### src/rtl/mem_write_buffer.sv
// Posted-store write buffer: FIFO of pending stores drained to memory
// by an IDLE/WRITE FSM, with newest-match load forwarding.
module mem_write_buffer #(
   parameter int DATA_WIDTH = 32,
   parameter int ADDR_WIDTH = 32,
   parameter int DEPTH      = 4
) (
   input  logic                  i_Clock,
   input  logic                  i_Reset,
   input  logic [ADDR_WIDTH-1:0] i_Addr,
   input  logic                  i_WrEnable,
   input  logic [DATA_WIDTH-1:0] i_WrData,
   output logic [DATA_WIDTH-1:0] o_RdData,
   output logic                  o_Full,
   output logic                  o_Empty,
   output logic                  o_Overflow,
   output logic [ADDR_WIDTH-1:0] o_MemRdAddr,
   input  logic [DATA_WIDTH-1:0] i_MemRdData,
   output logic                  o_MemWrReq,
   output logic [ADDR_WIDTH-1:0] o_MemWrAddr,
   output logic [DATA_WIDTH-1:0] o_MemWrData,
   input  logic                  i_MemWrAck
);

   localparam int PW = $clog2(DEPTH);
   localparam logic [PW:0] FULL_CNT = (PW+1)'(DEPTH);

   typedef enum logic {IDLE, WRITE} state_e;

   state_e                state_q, state_d;
   logic [ADDR_WIDTH-1:0] addr_q [DEPTH];
   logic [DATA_WIDTH-1:0] data_q [DEPTH];
   logic [PW-1:0]         head_q, head_d;
   logic [PW-1:0]         tail_q, tail_d;
   logic [PW:0]           count_q, count_d;
   logic                  ovf_q, ovf_d;
   logic                  push, pop;
   logic [PW-1:0]         fwd_idx;

   // A pop on the same edge frees a slot, so a full buffer still accepts
   assign pop  = (state_q == WRITE) & i_MemWrAck;
   assign push = i_WrEnable & ((count_q != FULL_CNT) | pop);

   always_comb begin
      head_d  = pop  ? head_q + PW'(1) : head_q;
      tail_d  = push ? tail_q + PW'(1) : tail_q;
      count_d = count_q + (PW+1)'(push) - (PW+1)'(pop);
      ovf_d   = ovf_q | (i_WrEnable & ~push);
   end

   always_ff @(posedge i_Clock or posedge i_Reset) begin
      if (i_Reset) begin
         head_q  <= '0;
         tail_q  <= '0;
         count_q <= '0;
         ovf_q   <= 1'b0;
      end else begin
         head_q  <= head_d;
         tail_q  <= tail_d;
         count_q <= count_d;
         ovf_q   <= ovf_d;
      end
   end

   always_ff @(posedge i_Clock) begin
      if (push) begin
         addr_q[tail_q] <= i_Addr;
         data_q[tail_q] <= i_WrData;
      end
   end

   always_ff @(posedge i_Clock or posedge i_Reset) begin
      if (i_Reset) state_q <= IDLE;
      else         state_q <= state_d;
   end

   always_comb begin
      state_d = state_q;
      unique case (state_q)
         IDLE:  if (count_q != '0) state_d = WRITE;
         WRITE: if (pop && count_d == '0) state_d = IDLE;
         default: state_d = IDLE;
      endcase
   end

   always_comb begin
      o_MemWrReq  = 1'b0;
      o_MemWrAddr = '0;
      o_MemWrData = '0;
      if (state_q == WRITE) begin
         o_MemWrReq  = 1'b1;
         o_MemWrAddr = addr_q[head_q];
         o_MemWrData = data_q[head_q];
      end
   end

   // Walk oldest to newest so the newest matching entry wins
   always_comb begin
      o_RdData = i_MemRdData;
      fwd_idx  = head_q;
      for (int i = 0; i < DEPTH; i++) begin
         fwd_idx = head_q + PW'(i);
         if ((PW+1)'(i) < count_q && addr_q[fwd_idx] == i_Addr)
            o_RdData = data_q[fwd_idx];
      end
   end

   assign o_MemRdAddr = i_Addr;
   assign o_Full      = (count_q == FULL_CNT);
   assign o_Empty     = (count_q == '0);
   assign o_Overflow  = ovf_q;

endmodule
### config.mk
export PLATFORM = sky130hd
export DESIGN_NAME = mem_write_buffer
export DESIGN_NICKNAME = d
export VERILOG_FILES = /design/src/rtl/mem_write_buffer.sv
export SDC_FILE = /design/constraint.sdc
export NUM_CORES = 1
export LEC_CHECK = 0
export ABC_AREA = 0
export CORE_ASPECT_RATIO = 0.75
export CORE_MARGIN = 1.5
export CORE_UTILIZATION = 25
export CTS_CLUSTER_SIZE = 16
export DETAILED_ROUTE_END_ITERATION = 10
export PLACE_DENSITY = 0.38
export SETUP_SLACK_MARGIN = 0.5
export SYNTH_ARGS = -nofsm -noshare
export SYNTH_HDL_FRONTEND = slang
export SYNTH_SLANG_ARGS = --single-unit
### constraint.sdc
create_clock -name i_Clock -period 12.3 [get_ports i_Clock]
set_clock_uncertainty 0.05 [all_clocks]
set_input_delay 2.46 -clock i_Clock [delete_from_list [all_inputs] [get_ports i_Clock]]
set_output_delay 2.46 -clock i_Clock [all_outputs]
set_load 0.01 [all_outputs]
==> impl_metrics.tcl <==
set metrics [dict create \
    slew_headroom 0.271 \
    clock-sinks 265 \
    drc 0 \
    clock-root-buffer "clkbuf_16" \
    grt_pass1_vias 14600 \
    antenna_found_initial 5 \
    post_dp_cell_area_sq_um 21200 \
    hold_viol 0 \
    drt_iter0_markers 1178 \
    place_congestion 0.915 \
    syn_nets 1859 \
    syn_area_per_cell_sq_um 10.4 \
    initial_core_util 0.254 \
    place_inst 2790 \
    grt_usage 0.185 \
    clk_latency_ns 0.54 \
    min_period_over_period 0.792 \
    ys_warn_count 0 \
    post-cts-setup-buffer-count 0 \
    fp.dieH_um 237 \
    htree_levels 2 \
    grt_pass1_wl_um 102000 \
    yosysTopAreaCell "edfxtp_1" \
    p_clk_frac 0.196 \
    dp_slack_ns 2.64 \
    final_core_util 0.311 \
    fillers 7360 \
    cts_tree "built" \
    cts_buffer_depth 3 \
    drive_gt1_frac 0.100 \
    crit_path_max_fanout 40 \
    fin_crit_ns 9.75 \
    num_vias 14600 \
    grt_overflow 0 \
    ys.flop_type "edfxtp_1" \
    ys_async_sr_fraction 0.0340 \
    pwr-share-comb 0.559 \
    power.share.sequential 0.246 \
    status "complete, no violations" \
    clkTransAtPathRegs_ns 0.06 \
    syn_to_final_growth_pct 22.5 \
    synth_area_leaders "edfxtp_1 (42%), mux2i_1 (14%), mux2_2 (4.1%)" \
    rows 85 \
    synthCells 1751 \
    power.internal_mw 3.13 \
    switching_share 0.428 \
    whs_ns 0.434 \
    post_cts_resized 0 \
    firstDrtPassIters 5 \
    ir_worst_vdd_mv 0.148 \
    coreArea_sq_um 72000 \
    slew_viol_final 0 \
    fin_total_pwr_mw 5.48 \
    cap_viol_max_count 0 \
    io_buffer_count 231 \
    wirelength_um 70000 \
    worstSetupPathType "input port to output port" \
    hold_class "register to register" \
    multiInputGateArea_sq_um 9260 \
    die_area_sq_um 74700 \
    die_w_um 315 \
    p_leak_nw 8.00 \
    yosys.area.top_type_share 0.421 \
    synthDistinctLibCells 65 \
    ys_seq_area_frac 0.433 \
    startpoint_type "input port" \
    vias_per_cell 5.11 \
    synth_edf_count 256 \
    crit_required_ns 9.79 \
    wire_per_inst_um 24.5 \
    setup_ws_ns 2.55 \
    power-per-cell-area_nw_per_um2 245 \
    rsz0062_at_grt "false" \
    finalSetupViolations 0 \
    drtAntennaViolNets 0 \
    grt_max_degree 130 \
    max_clock_freq_ghz 0.103 \
    tns_ns 0 \
    cts_buffers 35 \
    postCtsHoldBufs 0 \
    end_kind "output port" \
    final_area_sq_um 22400 \
    synth_area_sq_um 18300 \
    tightest_slew_ns 1.07 \
    cp.arrival_ns 7.24 \
    final_cells 2854 \
    regArea_sq_um 7920 \
    finalNetCount 1978 \
    ys_ff_latch 265 \
    place_hpwl_um 49100 \
    ioPinCount 232 \
    p_switching_mw 2.35 \
]
## cells in the mapped netlist (22+ instances only)
| master | instances |
|---|---|
| a31oi_1 | 28 |
| o21ai_0 | 50 |
| clkbuf_1 | 76 |
| nand2_1 | 150 |
| edfxtp_1 | 256 |
| and4_1 | 23 |
| o22ai_1 | 26 |
| and2_1 | 63 |
| xnor2_1 | 75 |
| mux2i_1 | 258 |
| nor2_1 | 130 |
| o31a_1 | 22 |
| buf_1 | 29 |
| buf_2 | 27 |
| buf_4 | 42 |
| nand4_1 | 54 |
| inv_1 | 43 |
| o31ai_1 | 32 |
| mux2_2 | 66 |
| a21oi_1 | 48 |
## kinds of logic after synthesis
kind of cell,after synthesis,share of synthesized area
simple gates,502,0.137
xor+xnor,92,0.0441
fa+ha+maj,8,0.00589
compound gates,314,0.116
mux,340,0.201
flops,265,0.433
buf+inv,230,0.0624
## layout by cell type, fill, tap and decap left out, types with 9 or more instances in the layout
cell             instances
edfxtp_1               256
clkdlybuf4s50_1        231
a31oi_1                 28
inv_1                   43
buf_4                   34
o21ai_0                 50
mux4_2                  15
a2111oi_0                9
nor3_1                  12
a21boi_0                11
and3_1                  20
xnor2_1                 75
nand3_1                 18
a221oi_1                14
and2_1                  59
clkbuf_16               37
xor2_1                  17
nand2_1                150
mux2_2                  66
o2bb2ai_1               17
nand4_1                 54
mux2i_1                258
and4_1                  23
o22ai_1                 25
o31ai_1                 32
o21ai_1                 20
o31a_1                  22
a21oi_1                 48
nor4_1                  16
nor2_1                 127
## sequential cells by signal, indices dropped and copies added, names as in the netlist
register    flops
addr_q        128
data_q        128
count_q         3
head_q          2
tail_q          2
o_Overflow      1
state_q         1
## final timing paths
kind / start / to / slack, ns / cells past startpoint
worst min-delay path: o_Overflow / o_Overflow / 0.43 / 1
worst min register to register: o_Overflow / o_Overflow / 0.43 / 1
min in group asynchronous: i_Reset / count_q[0] / 2.16 / 2
max in group asynchronous: i_Reset / head_q[0] / 9.70 / 2
worst max register to register: state_q / data_q[1][12] / 8.54 / 5
worst max-delay path: i_Addr[29] / o_RdData[15] / 2.55 / 11
## area by class of cell
cell class	count	area share
Timing Repair Buffer	268	0.118
Antenna cell	2	0.000224
Multi-Input combinational cell	1256	0.414
Inverter	44	0.00750
Tap cell	957	0.0536
Clock inverter	18	0.00996
Clock buffer	44	0.0426
Sequential cell	265	0.354
## layer usage
metal  vias up  GRT usage  routed length [um]
met2       397      0.281               30800
met4         6     0.0357                1000
met3        69     0.0302                3750
met5         -          0                  42
met1      7342      0.274               34400
li1       6779          -                   -
## power groups by stage
| stage | Clock [mW] | Combinational [mW] | Sequential [mW] |
|---|---|---|---|
| 4_1_cts | 1.10 | 3.08 | 1.35 |
| 5_1_grt | 1.14 | 3.30 | 1.37 |
| 2_1_floorplan | 0 | 1.97 | 1.28 |
| 6_report | 1.07 | 3.06 | 1.35 |
| 3_5_place_dp | 0 | 3.07 | 1.37 |
| 3_3_place_gp | 0 | 3.08 | 1.36 |
## worst max-delay path: stages
cell and delay (ns):
clkdlybuf4s50_1 0.86, a2bb2oi_1 0.35, nor2_1 0.05, a2111oi_0 0.94
and4_1 0.35, buf_4 0.34, and3_1 0.26, buf_4 0.46
a221oi_1 0.14, o31ai_1 0.35, clkdlybuf4s50_1 0.61
(Power assumes the default switching activity.)
